==> config.mk <==
export PLATFORM = sky130hd
export DESIGN_NAME = alu_issue_ctrl
export DESIGN_NICKNAME = d
export VERILOG_FILES = /design/src/rtl/alu_pkg.sv /design/src/rtl/alu_regfile.sv /design/src/rtl/alu_issue_ctrl.sv
export SDC_FILE = /design/constraint.sdc
export NUM_CORES = 1
export LEC_CHECK = 0
export ABC_AREA = 0
export BUFFER_PORTS_ARGS = -buffer_cell sky130_fd_sc_hd__buf_2
export CAP_MARGIN = 10
export CORE_UTILIZATION = 57
export CTS_CLUSTER_DIAMETER = 80
export DETAILED_ROUTE_END_ITERATION = 7
export PLACE_DENSITY_LB_ADDON = 0.2
export SYNTH_ARGS = -nofsm -noshare
export SYNTH_HDL_FRONTEND = slang
export SYNTH_HIERARCHICAL = 1
export SYNTH_SLANG_ARGS = --single-unit
export TNS_END_PERCENT = 1
==> constraint.sdc <==
create_clock -name clk -period 2.6 [get_ports clk]
set_input_delay 0.52 -clock clk [delete_from_list [all_inputs] [get_ports clk]]
set_output_delay 0.52 -clock clk [all_outputs]
set_load 0.03 [all_outputs]
==> src/rtl/alu_pkg.sv <==
// ----------------------------------------------------------------------------
// alu_pkg
//    Shared definitions for the ALU issue/writeback controller and its
//    register file: the ALU opcode encodings and the controller FSM states.
// ----------------------------------------------------------------------------
package alu_pkg;

   // Opcodes understood by the downstream 16-bit ALU. OP_LDI never reaches
   // the ALU datapath; the controller handles it internally.
   localparam logic [2:0] OP_NEG    = 3'b000;
   localparam logic [2:0] OP_INC    = 3'b001;
   localparam logic [2:0] OP_ADD    = 3'b010;
   localparam logic [2:0] OP_ADDSHR = 3'b011;
   localparam logic [2:0] OP_AND    = 3'b100;
   localparam logic [2:0] OP_OR     = 3'b101;
   localparam logic [2:0] OP_CAT    = 3'b110;
   localparam logic [2:0] OP_LDI    = 3'b111;

   // Issue controller states: waiting for an instruction, letting the ALU
   // settle on registered operands, and committing the result.
   typedef enum logic [1:0] {
      IDLE = 2'd0,
      EXEC = 2'd1,
      WB   = 2'd2
   } state_e;

endpackage

==> src/rtl/alu_regfile.sv <==
// ----------------------------------------------------------------------------
// alu_regfile
//    NREG x W register file with one synchronous write port, two
//    combinational issue read ports and one combinational debug read port.
//    All entries clear asynchronously while rst_n is low.
//
//    Ports:
//       clk        clock, rising edge
//       rst_n      asynchronous active-low clear
//       we_i       write enable
//       waddr_i    write index
//       wdata_i    write data
//       raddr_a_i  issue read index A  -> rdata_a_o
//       raddr_b_i  issue read index B  -> rdata_b_o
//       raddr_d_i  debug read index    -> rdata_d_o
// ----------------------------------------------------------------------------
module alu_regfile #(
   parameter  int W    = 16,
   parameter  int NREG = 4,
   localparam int IW   = $clog2(NREG)
) (
   input  logic          clk,
   input  logic          rst_n,
   input  logic          we_i,
   input  logic [IW-1:0] waddr_i,
   input  logic [W-1:0]  wdata_i,
   input  logic [IW-1:0] raddr_a_i,
   output logic [W-1:0]  rdata_a_o,
   input  logic [IW-1:0] raddr_b_i,
   output logic [W-1:0]  rdata_b_o,
   input  logic [IW-1:0] raddr_d_i,
   output logic [W-1:0]  rdata_d_o
);

   logic [W-1:0] mem_q [NREG];

   // Storage: cleared as a whole on reset, otherwise one entry per cycle
   // is written when the controller commits a result.
   always_ff @(posedge clk or negedge rst_n) begin
      if (!rst_n) begin
         for (int i = 0; i < NREG; i++) begin
            mem_q[i] <= '0;
         end
      end else if (we_i) begin
         mem_q[waddr_i] <= wdata_i;
      end
   end

   // Reads are purely combinational, so a read in the same cycle as a write
   // returns the old contents.
   assign rdata_a_o = mem_q[raddr_a_i];
   assign rdata_b_o = mem_q[raddr_b_i];
   assign rdata_d_o = mem_q[raddr_d_i];

endmodule

==> src/rtl/alu_issue_ctrl.sv <==
// ----------------------------------------------------------------------------
// alu_issue_ctrl
//    Multi-cycle issue/writeback controller placed in front of the 16-bit ALU.
//    Accepts one instruction per valid/ready handshake, reads operands from
//    the register file into registered ALU inputs, waits one cycle for the
//    ALU to settle, then writes the result and flags back and pulses
//    res_valid. Load-immediate (opcode 111) skips the ALU cycle.
//
//    Ports:
//       clk, rst_n              clock (rising) and async active-low reset
//       in_valid / in_ready     instruction handshake
//       in_opc, in_dst,
//       in_sa, in_sb,
//       in_usec, in_imm         instruction fields
//       alu_opc/ina/inb/inc     registered operands driven to the ALU
//       alu_w/zer/neg           ALU result and flags
//       res_valid, res_data     one-cycle completion strobe and value
//       flg_z/flg_n/flg_c       stored flags
//       rd_sel, rd_data         combinational debug register read
// ----------------------------------------------------------------------------
module alu_issue_ctrl
   import alu_pkg::*;
#(
   parameter  int W    = 16,
   parameter  int NREG = 4,
   localparam int IW   = $clog2(NREG)
) (
   input  logic          clk,
   input  logic          rst_n,
   input  logic          in_valid,
   output logic          in_ready,
   input  logic [2:0]    in_opc,
   input  logic [IW-1:0] in_dst,
   input  logic [IW-1:0] in_sa,
   input  logic [IW-1:0] in_sb,
   input  logic          in_usec,
   input  logic [W-1:0]  in_imm,
   output logic [2:0]    alu_opc,
   output logic [W-1:0]  alu_ina,
   output logic [W-1:0]  alu_inb,
   output logic          alu_inc,
   input  logic [W-1:0]  alu_w,
   input  logic          alu_zer,
   input  logic          alu_neg,
   output logic          res_valid,
   output logic [W-1:0]  res_data,
   output logic          flg_z,
   output logic          flg_n,
   output logic          flg_c,
   input  logic [IW-1:0] rd_sel,
   output logic [W-1:0]  rd_data
);

   state_e        state_q, state_d;
   logic [2:0]    opc_q, opc_d;
   logic [W-1:0]  ina_q, ina_d;
   logic [W-1:0]  inb_q, inb_d;
   logic          inc_q, inc_d;
   logic [IW-1:0] dst_q, dst_d;
   logic [W-1:0]  imm_q, imm_d;
   logic          flgZ_q, flgZ_d;
   logic          flgN_q, flgN_d;
   logic          flgC_q, flgC_d;
   logic          resValid_q, resValid_d;
   logic [W-1:0]  resData_q, resData_d;

   logic          accept;
   logic          rfWe;
   logic [W-1:0]  rfWdata;
   logic [W-1:0]  rdataA;
   logic [W-1:0]  rdataB;
   logic [W:0]    sumAdd;
   logic [W:0]    sumInc;

   alu_regfile #(
      .W    (W),
      .NREG (NREG)
   ) u_regfile (
      .clk       (clk),
      .rst_n     (rst_n),
      .we_i      (rfWe),
      .waddr_i   (dst_q),
      .wdata_i   (rfWdata),
      .raddr_a_i (in_sa),
      .rdata_a_o (rdataA),
      .raddr_b_i (in_sb),
      .rdata_b_o (rdataB),
      .raddr_d_i (rd_sel),
      .rdata_d_o (rd_data)
   );

   // Ready is gated by rst_n so that nothing is accepted while reset is held.
   assign in_ready = rst_n & (state_q == IDLE);
   assign accept   = in_valid & in_ready;

   // The ALU does not report carry, so it is recomputed here from the
   // registered operands, which stay stable through EXEC and WB.
   assign sumAdd = {1'b0, ina_q} + {1'b0, inb_q} + {{W{1'b0}}, inc_q};
   assign sumInc = {1'b0, ina_q} + {{W{1'b0}}, 1'b1};

   // Next-state and datapath control. Operands are captured at issue from
   // the register file, which already holds the previous writeback, so
   // dependent back-to-back instructions need no forwarding. res_valid is
   // registered on entry to WB so that it is high exactly during WB.
   always_comb begin
      state_d    = state_q;
      opc_d      = opc_q;
      ina_d      = ina_q;
      inb_d      = inb_q;
      inc_d      = inc_q;
      dst_d      = dst_q;
      imm_d      = imm_q;
      flgZ_d     = flgZ_q;
      flgN_d     = flgN_q;
      flgC_d     = flgC_q;
      resValid_d = 1'b0;
      resData_d  = resData_q;
      rfWe       = 1'b0;
      rfWdata    = '0;

      case (state_q)
         IDLE: begin
            if (accept) begin
               opc_d = in_opc;
               ina_d = rdataA;
               inb_d = rdataB;
               inc_d = in_usec & flgC_q;
               dst_d = in_dst;
               imm_d = in_imm;
               if (in_opc == OP_LDI) begin
                  state_d    = WB;
                  resValid_d = 1'b1;
                  resData_d  = in_imm;
               end else begin
                  state_d = EXEC;
               end
            end
         end

         EXEC: begin
            state_d    = WB;
            resValid_d = 1'b1;
            resData_d  = alu_w;
         end

         WB: begin
            rfWe    = 1'b1;
            state_d = IDLE;
            if (opc_q == OP_LDI) begin
               rfWdata = imm_q;
               flgZ_d  = (imm_q == '0);
               flgN_d  = imm_q[W-1];
            end else begin
               rfWdata = alu_w;
               flgZ_d  = alu_zer;
               flgN_d  = alu_neg;
               if (opc_q == OP_ADD) begin
                  flgC_d = sumAdd[W];
               end else if (opc_q == OP_INC) begin
                  flgC_d = sumInc[W];
               end
            end
         end

         default: begin
            state_d = IDLE;
         end
      endcase
   end

   // State and datapath registers; reset aborts any instruction in flight.
   always_ff @(posedge clk or negedge rst_n) begin
      if (!rst_n) begin
         state_q    <= IDLE;
         opc_q      <= '0;
         ina_q      <= '0;
         inb_q      <= '0;
         inc_q      <= 1'b0;
         dst_q      <= '0;
         imm_q      <= '0;
         flgZ_q     <= 1'b0;
         flgN_q     <= 1'b0;
         flgC_q     <= 1'b0;
         resValid_q <= 1'b0;
         resData_q  <= '0;
      end else begin
         state_q    <= state_d;
         opc_q      <= opc_d;
         ina_q      <= ina_d;
         inb_q      <= inb_d;
         inc_q      <= inc_d;
         dst_q      <= dst_d;
         imm_q      <= imm_d;
         flgZ_q     <= flgZ_d;
         flgN_q     <= flgN_d;
         flgC_q     <= flgC_d;
         resValid_q <= resValid_d;
         resData_q  <= resData_d;
      end
   end

   assign alu_opc   = opc_q;
   assign alu_ina   = ina_q;
   assign alu_inb   = inb_q;
   assign alu_inc   = inc_q;
   assign res_valid = resValid_q;
   assign res_data  = resData_q;
   assign flg_z     = flgZ_q;
   assign flg_n     = flgN_q;
   assign flg_c     = flgC_q;

endmodule
==> metrics <==
total power divided by cell area approximately 1100 nW/um2; Starting Density about three fifths; CP arrival approximately 1.6 ns; setup violators final 0; drt first pass iters 4; Final Max Tran Viols 0; clk slew on worst S/H paths 0.05 ns; vias in the first global route 4799; Final Skew between 0.005 and 0.006 ns; initial antenna violation count 0; CTS tree done; crit start category input port; Total Die Area between 10000 and 15000 um2; vias per cell between 6 and 7; main flop type after synthesis dfrtp_1; Final HPWL DP roughly 11 mm; Req. time, crit path between 2 and 2.5 ns; H-tree depth 4; Total Routing Usage GR 26.7%; maxcap violations 0; Max VDD drop about 500 uV; drt total wl approximately 16 mm; Vias between 4k and 5k; Syn Std Cell Area ~7300 um2; Net count, final 698; Hold Crit Class in -> async; outcome complete, no violations; Port Buffers between 100 and 150; register area share after synthesis 48.0%; Slew HR between 50% and 60%; clk_lat worst skew 0.42 ns; FP Rows 40; crit path kind in -> out; EDFF count, synth 0; layout cells sized above 1 a little over half; Multi-input gate area around 3600 um2; CP Max Fanout 16; Yosys reg bits 140; Synth Instances roughly 520; setup TNS 0 ns; Leak approximately 3.9 nW; Core Region 12300 um2; asr flop ratio synth between 90% and 100%; Yosys cell types 42; GRT overflow 0; Mapped Avg Cell Area between 10 and 15 um2; root buffer cell clkbuf_16; Routed Antenna Nets 0; Mapped Nets 581; largest net degree at the start of global routing 141; fin crit period around 2.1 ns; hold_buf cts 0; Worst R2R Path Depth 4; global placer's final weighted congestion 0.753; final hold vios 0; Iter 0 DRT Violations 252; worst hold margin approximately 0.24 ns; synth warn 6; f_max between 0.4 and 0.5 GHz; final period utilization 79.8%; crit path capture type output port; Sink Count between 100 and 150; Ports about 120; Fillers approximately 860; # diodes 0; Slew @ Worst Pin between 0.7 and 0.8 ns; global-route wire length before repair around 26 mm; post-CTS setup buffers 0; Post-CTS Resized 0; RSZ-0062 raised after global routing no; Reg area 3500 um2; chip width between 100 and 150 um; CTS max path bufs 2; Area Overhead vs Synth 16.7%; wire per inst about 20 um; total CTS buffers 17; DRC violations left 0; Die Y 115 um
cells in the mapped netlist (all sizes together), types with 5 or more instances:
library cell,n,area share [%]
a21oi,41,3.5
buf,24,2.3
clkbuf,8,0.55
dfrtp,140,48
ha,16,2.7
mux2,117,18
mux2i,16,2.2
mux4,48,15
nand2,40,2.1
nand3,6,0.48
nand4,5,0.43
nor2,20,1.1
o21ai,5,0.34
state kept, by name, summed over array words and instances (netlist names), 2 cells and up:
register,cells
imm_q,16
alu_inb,16
res_data,16
alu_ina,16
alu_opc,3
state_q,2
dst_q,2
u_regfile/mem_q,64
worst max-delay path, stage by stage:
cell and delay (ns):
buf_2 0.10, buf_12 0.18, mux4_2 0.54, buf_2 0.20
cell type report:
type / instances / share of cell area (%)
clock buffers: 24 / 5.43
clock inverters: 4 / 0.235
inverters: 2 / 0.0882
multi-input cells: 342 / 42.0
flip-flops and latches: 140 / 41.2
well taps: 168 / 2.47
repair buffers: 130 / 8.57
per-layer routing:
| metal | vias up | GRT usage, % | routed length, um |
|---|---|---|---|
| li1 | 2188 | - | - |
| met1 | 2489 | 37.2 | 7290 |
| met2 | 163 | 42.3 | 7790 |
| met3 | 21 | 5.17 | 943 |
| met4 | 0 | 9.61 | 231 |
| met5 | - | 0 | 0 |
worst paths after layout:
kind / from / endpoint / slack [ns]
setup / recovery: rd_sel[0] / rd_data[7] / 0.53
hold / removal: rst_n / alu_inc / 0.24
setup reg to reg: alu_opc[1] / u_regfile/mem_q[26] / 0.69
hold reg to reg: res_data[5] / res_data[5] / 0.51
max in group asynchronous: rst_n / res_data[14] / 1.83
min in group clk: in_dst[1] / dst_q[1] / 0.34
power by group:
| part | internal (W) | total, W | switching (W) |
|---|---|---|---|
| logic | 0.00163 | 0.00354 | 0.00191 |
| clock network | 0.00121 | 0.00203 | 0.000822 |
| registers | 0.00301 | 0.00381 | 0.000802 |
logic make-up after synthesis:
| kind of cell | count (synthesis) | share of synthesized area, % |
|---|---|---|
| simple gates | 90 | 6.18 |
| fa+ha+maj | 16 | 2.74 |
| compound gates | 54 | 4.86 |
| mux | 181 | 35.1 |
| xor+xnor | 1 | 0.120 |
| buf+inv | 34 | 2.98 |
| flops | 140 | 48.0 |
placed cells by master, fill, tap and decap left out, drive strengths merged, types with 5 or more instances in the layout:
cell type / n
nand3: 6
mux2i: 16
nand2: 40
ha: 16
a21oi: 41
o21ai: 5
mux4: 48
nor2: 20
mux2: 117
clkbuf: 24
nand4: 5
buf: 130
dfrtp: 140
stage by stage:
stage / cell area, um2 / util [%] / power [W] / worst slack (ns) / instances
floorplan: 7290 / - / 0.00627 / 0.493 / 516
global placement: 8030 / 65.5 / 0.00718 / 0.513 / 782
detailed placement: 8030 / 65.5 / 0.00738 / 0.514 / 782
CTS: 8510 / 69.4 / 0.00943 / 0.514 / 810
global route: 8510 / 69.4 / 0.00991 / 0.482 / 810
finish: 8510 / 69.4 / 0.00938 / 0.526 / 810
Note: power is estimated with default switching activity, not from simulation.
